`config.mk`:
```
export PLATFORM = sky130hd
export DESIGN_NAME = piso_bitstream_src
export DESIGN_NICKNAME = d
export VERILOG_FILES = /design/src/rtl/piso_bitstream_src.sv
export SDC_FILE = /design/constraint.sdc
export NUM_CORES = 1
export LEC_CHECK = 0
export BUFFER_PORTS_ARGS = -buffer_cell sky130_fd_sc_hd__buf_2
export CAP_MARGIN = 10
export CORE_MARGIN = 1
export CORE_UTILIZATION = 38
export CTS_BUF_LIST = sky130_fd_sc_hd__clkbuf_4
export DETAILED_ROUTE_END_ITERATION = 16
export GPL_ROUTABILITY_DRIVEN = 0
export PLACE_DENSITY = 0.67
export SLEW_MARGIN = 20
export SYNTH_ARGS = -nofsm -noshare
export SYNTH_HDL_FRONTEND = slang
export SYNTH_SLANG_ARGS = --single-unit
```
`constraint.sdc`:
```
create_clock -name clk -period 3.3 [get_ports clk]
set_input_delay 0 -clock clk [delete_from_list [all_inputs] [get_ports clk]]
set_output_delay 0 -clock clk [all_outputs]
set_load 0.01 [all_outputs]
```
`src/rtl/piso_bitstream_src.sv`:
```
// Parallel-in/serial-out bitstream source: accepts W-bit words on a valid/ready
// handshake and shifts them out one bit per bit_en cycle on a registered dout.
module piso_bitstream_src #(
  parameter int   W         = 8,
  parameter int   MSB_FIRST = 1,
  parameter logic IDLE_BIT  = 1'b0,
  parameter int   CNT_W     = 16
) (
  input  logic             clk,
  input  logic             reset,
  input  logic             bit_en,
  input  logic             in_valid,
  input  logic [W-1:0]     in_data,
  output logic             in_ready,
  output logic             dout,
  output logic             dout_valid,
  output logic             busy,
  output logic [CNT_W-1:0] words_done
);

  localparam int            CW   = $clog2(W);
  localparam logic [CW-1:0] LAST = CW'(W - 1);

  typedef enum logic {IDLE, SHIFT} state_t;

  state_t        state, state_nxt;
  logic [W-1:0]  shreg;
  logic [CW-1:0] cnt;
  logic [CW-1:0] bit_idx;
  logic          last_bit;
  logic          accept;

  // State register.
  // NOTE: sequential state uses non-blocking (<=) so every flop samples pre-edge values.
  always_ff @(posedge clk or posedge reset) begin
    if (reset) state <= IDLE;
    else       state <= state_nxt;
  end

  // Next-state logic. A word pending on the last bit keeps us in SHIFT.
  // NOTE: every comb output gets a default first so no path infers a latch.
  always_comb begin
    state_nxt = state;
    case (state)
      IDLE:    if (in_valid) state_nxt = SHIFT;
      SHIFT:   if (last_bit && !in_valid) state_nxt = IDLE;
      default: state_nxt = IDLE;
    endcase
  end

  // Output/handshake logic: ready on IDLE or on the edge that emits the last bit.
  always_comb begin
    last_bit = (state == SHIFT) && (cnt == LAST) && bit_en;
    in_ready = (state == IDLE) || last_bit;
    accept   = in_valid && in_ready;
    bit_idx  = (MSB_FIRST != 0) ? (LAST - cnt) : cnt;
  end

  assign busy = (state == SHIFT);

  // Datapath: shift register, bit counter, serial output and word counter.
  always_ff @(posedge clk or posedge reset) begin
    if (reset) begin
      shreg      <= '0;
      cnt        <= '0;
      dout       <= IDLE_BIT;
      dout_valid <= 1'b0;
      words_done <= '0;
    end else begin
      dout_valid <= 1'b0;
      if (state == IDLE) begin
        dout <= IDLE_BIT;
      end else if (bit_en) begin
        dout       <= shreg[bit_idx];
        dout_valid <= 1'b1;
        if (cnt != LAST) cnt        <= cnt + 1'b1;
        else             words_done <= words_done + 1'b1;
      end
      // A load on the last-bit edge overrides the counter advance above.
      if (accept) begin
        shreg <= in_data;
        cnt   <= '0;
      end
    end
  end

endmodule

```
; ---- Yosys cells after proc, flatten, opt, wreduce, memory -nomap -nowiden
; Cells that the tools add are included.
[word_totals]
ff_bits = 30
out_inout_bits = 20
[classes]
mux = 13
eq_ne = 3
magnitude_cmp = 1
n_bitwise = 2
reduce_logical = 11
add_sub_neg = 3
[op_table]
columns = op, n
row1 = $add A16 B1 Y16 const B, 1
row2 = $mux W3, 4
row3 = $mux W1, 7
row4 = $reduce_and A3 Y1, 2
row5 = $reduce_bool A2 Y1, 3
row6 = $logic_and A1 B1 Y1, 4
row7 = $lt A3 B4 Y1 const B, 1
row8 = $add A3 B1 Y3 const B, 1
row9 = $bmux W1 S3, 1
row10 = $eq A3 B3 Y1 const B, 1
row11 = $ne A3 B3 Y1 const B, 1
row12 = $sub A3 B3 Y3 const A, 1
row13 = $ne A2 B2 Y1 const B, 1
row14 = $not A1 Y1, 2
row15 = $pmux W1 S2, 1
row16 = $logic_not A1 Y1, 1
row17 = $logic_or A1 B1 Y1, 1

; ---- Longest topological paths before layout
[logic_depth]
word_depth = 7
mapped_depth = 7
ltp_nobuf = 6

; ---- Worst setup path before layout
; Ideal clock, no wire load.
[synth_timing]
path_kind = reg2reg
from = reg cnt[0]
to = reg shreg[0]
t_required_ns = 3.175
arrival_time_ns = 1.660
period_less_slack_ns = 1.785
slack_ns = 1.515
stages_incl_launch_ff = 8
path_cell_list = dfrtp_1 -> ha_1 -> ha_1 -> nand2_1 -> nand2_1 -> and2_1 -> buf_2 -> mux2_2
[synth_via]
elab_chain_len = 5
[synth_lines]
columns = item, line
row1 = from (decl), 28  ; logic [CW-1:0] cnt;
row2 = from (signal assigned), 76  ; if (cnt != LAST) cnt <= cnt + 1'b1;
row3 = $eq A3 B3 Y1, 53  ; last_bit = (state == SHIFT) && (cnt == LAST) && bit_en;
row4 = $logic_and A1 B1 Y1 (2 in series), 53
row5 = $logic_or A1 B1 Y1, 54  ; in_ready = (state == IDLE) || last_bit;
row6 = net in_ready, 14  ; output logic in_ready,
row7 = $logic_and A1 B1 Y1, 55  ; accept = in_valid && in_ready;
row8 = to (signal assigned), 81  ; shreg <= in_data;
row9 = to (decl), 27  ; logic [W-1:0] shreg;
; The timed path passes the listed nets, and every way through them passes these cells.
; A chain may end at the register's enable or synchronous reset.

; ---- Worst setup path after layout
[layout_timing]
from = reg cnt[0]
to = reg shreg[6]
[layout_via]
elab_chain_len = 5
[layout_lines]
columns = item, line
row1 = $eq A3 B3 Y1, 53
row2 = $logic_and A1 B1 Y1 (2 in series), 53
row3 = $logic_or A1 B1 Y1, 54
row4 = $logic_and A1 B1 Y1, 55
; No other way between the ends.

==> reports/qor.yml <==
outcome:
  status: "completed"
clocking:
  post-cts-setup-buffer-count: 0
  cts_tree: "built"
  htree_levels: 2
  clkTransAtPathRegs_ns: 0.09
  insertion_delay_ns: 0.33
  cts_buffers: 5
  clock-sinks: 30
  clock_path_buffers: 2
  clockRootBuffer: "clkbuf_4"
timing:
  hold_viol_final: 0
  hold_ws_ns: 0.2762
  layout_min_cycle_time_ns: 1.965
  finClkSkew_ns: 0.008167
  fmax_mhz: 508.9
  tightest_slew_ns: 0.6095
  setup_tns_ns: 0
  max_slew_margin_pct: 59.31
  finalSetupViolCount: 0
  rsz0062_at_grt: "false"
  post-route-period-util_pct: 59.54
  drv_slew: 0
global_routing:
  grt.total_usage_pct: 15.37
  antenna_found_initial: 0
  grt_pass1_wl_um: 4567
  overflow: 0
  grt_max_degree: 31
  first_global_vias: 1084
yosys:
  synth_edf_count: 0
  ys_seq_area_share_pct: 54.01
  ys_ff_latch: 30
  async_reset_ff_share_pct: 100.0
  yosys_warnings: 0
  yosysMostFrequentCell: "dfrtp_1"
  synthFlopType: "dfrtp_1"
  synthTopCellsByArea: "dfrtp_1, mux2_2, xnor2_1"
  yosysTopAreaCell: "dfrtp_1"
  postSynthAreaPerCell_um2: 11.78
  synth_top_area_share_pct: 54.01
  syn-num-nets: 133
  syn-cell-area_um2: 1390
  ys_top_cells_by_count: "dfrtp_1, nand2_1"
  ys_types: 27
  syn_inst: 118
setup_path:
  worstPathMaxFanout: 11
  path_class: "reg -> reg"
  crit_chain: "ha_1, ha_1, nand2_1, nand2_1, and2_1, mux2_2"
  r2r_end: "shreg[6]"
  r2r_setup_slack_ns: 1.34
  end_kind: "flip-flop"
  start_kind: "flip-flop"
  reg2reg_depth: 6
  cp_data_required_time_ns: 3.51
  crit_arrival_ns: 2.18
  cp_slowest_cell: "dfrtp_1"
  worstReg2RegStart: "cnt[0]"
  slowest_delay_ns: 0.46
pwr:
  leakagePower_nw: 0.8753
  power.total_mw: 1.150
  powerDensity_nw_per_um2: 650.7
  max-vdd-ir-drop_uv: 410.6
routing:
  first_pass_iters: 4
  route.detailed.drc: 0
  wl_per_cell_um: 12.23
  vias: 1037
  drt_first_iter_violations: 18
  via_per_inst: 4.915
  drt-total-wl_um: 2580
  ant_nets: 0
floorplanning:
  rows: 21
  die_area_um2: 3904
  design.core.area_um2: 3416
  start_util_pct: 40.70
  num_io_pins: 32
  die_h_um: 62.48
  die_w_um: 62.48
layout:
  nFillCells: 314
  design_area_um2: 1768
  final_nets: 180
  synthToLayoutAreaGrowth_pct: 27.18
  drive_gt1_share_pct: 31.52
  n_antenna_cell: 0
placement:
  port_buffers: 31
  place_area_um2: 1587
  hpwlAfterDp_um: 1834
min_path:
  hp-class: "in -> async"
job:
  maxCapViolations: 0
-- worst max-delay path, delay by kind of cell, from the launching register on --
kind / cells / cell delay [ns]
adder cells (fa/ha/maj): 2 / 0.46
flip-flops: 1 / 0.46
multiplexers: 1 / 0.39
AND/OR/NAND/NOR: 3 / 0.56
-- cell families (layout without fill, tap and decap cells) --
logic type / after synthesis / in the layout / share of synthesized area (%)
AOI/OAI and AO/OA: 2 / 2 / 0.7194
xor gates and xnor gates: 16 / 16 / 10.08
adders and majority gates: 3 / 3 / 2.701
buffers and inverters: 4 / 51 / 1.710
DFF: 30 / 30 / 54.01
muxes: 14 / 14 / 10.80
and+or+nand+nor: 49 / 49 / 19.98
-- layout by cell type, fill, tap and decap left out --
master,Yosys,routed
nand4_1,5,5
mux2_2,8,8
inv_1,2,1
nand2_1,13,13
inv_2,0,1
xnor2_1,8,8
a21oi_1,1,1
clkinv_1,0,1
nand3b_1,2,2
mux2i_1,6,6
dfrtp_1,30,30
dlygate4sd3_1,0,11
bufinv_16,0,1
nand2b_1,2,2
and4_2,1,1
and2_1,1,1
buf_2,1,31
xor2_1,8,8
and3_1,2,2
and4_1,2,2
nor2_2,2,2
clkbuf_4,0,5
o21ai_0,1,1
nor3_1,2,2
nor4_1,1,1
ha_1,3,3
nand4_4,1,1
or3_4,1,1
nand3_1,5,5
and2_2,1,1
nor2_1,8,8
-- how the worst max path moves through the flow --
stage                       from  endpoint  slack, ns
after floorplan           cnt[0]  shreg[0]       1.51
after global placement    cnt[0]  shreg[0]       1.44
after detailed placement  cnt[0]  shreg[6]       1.37
after CTS                 cnt[0]  shreg[6]       1.33
after global routing      cnt[0]  shreg[2]       1.19
final                     cnt[0]  shreg[6]       1.34
-- layout make-up --
cell class | count | area, µm² | area share, %
Clock buffer | 5 | 37.54 | 2.123
Timing Repair Buffer | 42 | 265.3 | 15.00
Tap cell | 46 | 57.56 | 3.255
Multi-Input combinational cell | 84 | 615.6 | 34.82
Inverter | 2 | 7.507 | 0.4246
Clock inverter | 2 | 33.78 | 1.911
Sequential cell | 30 | 750.7 | 42.46
-- power by group --
part / internal (mW) / total (mW) / leakage [nW] / switching (mW)
Sequential: 0.463 / 0.563 / 0.380 / 0.100
Clock: 0.153 / 0.275 / 0.0387 / 0.122
Combinational: 0.173 / 0.312 / 0.457 / 0.139
-- state kept, by name, indices dropped and copies added, names as in the netlist --
register    cells
cnt             3
busy            1
dout_valid      1
words_done     16
shreg           8
dout            1
-- per-stage QoR --
step / utilization [%] / cells / setup slack (ns)
after floorplan: - / 118 / 1.515
after global placement: 46.45 / 193 / 1.439
after detailed placement: 46.45 / 193 / 1.369
after CTS: 51.76 / 211 / 1.334
after global routing: 51.76 / 211 / 1.186
final: 51.76 / 211 / 1.335
-- what timing repair did --
item | CTS | global route
hold buffers | 11 | 0
endpoints found under the hold margin | 40 | 0
resized for setup | 0 | 0
-- layer usage --
metal	vias up	share of wire [%]	track usage (%)
met1	506	40	15.99
met3	6	5.2	4.927
li1	499	-	-
met2	26	53	27.85
met4	0	1.9	6.977
met5	-	0	0
Power figures use the tool's default switching activity.
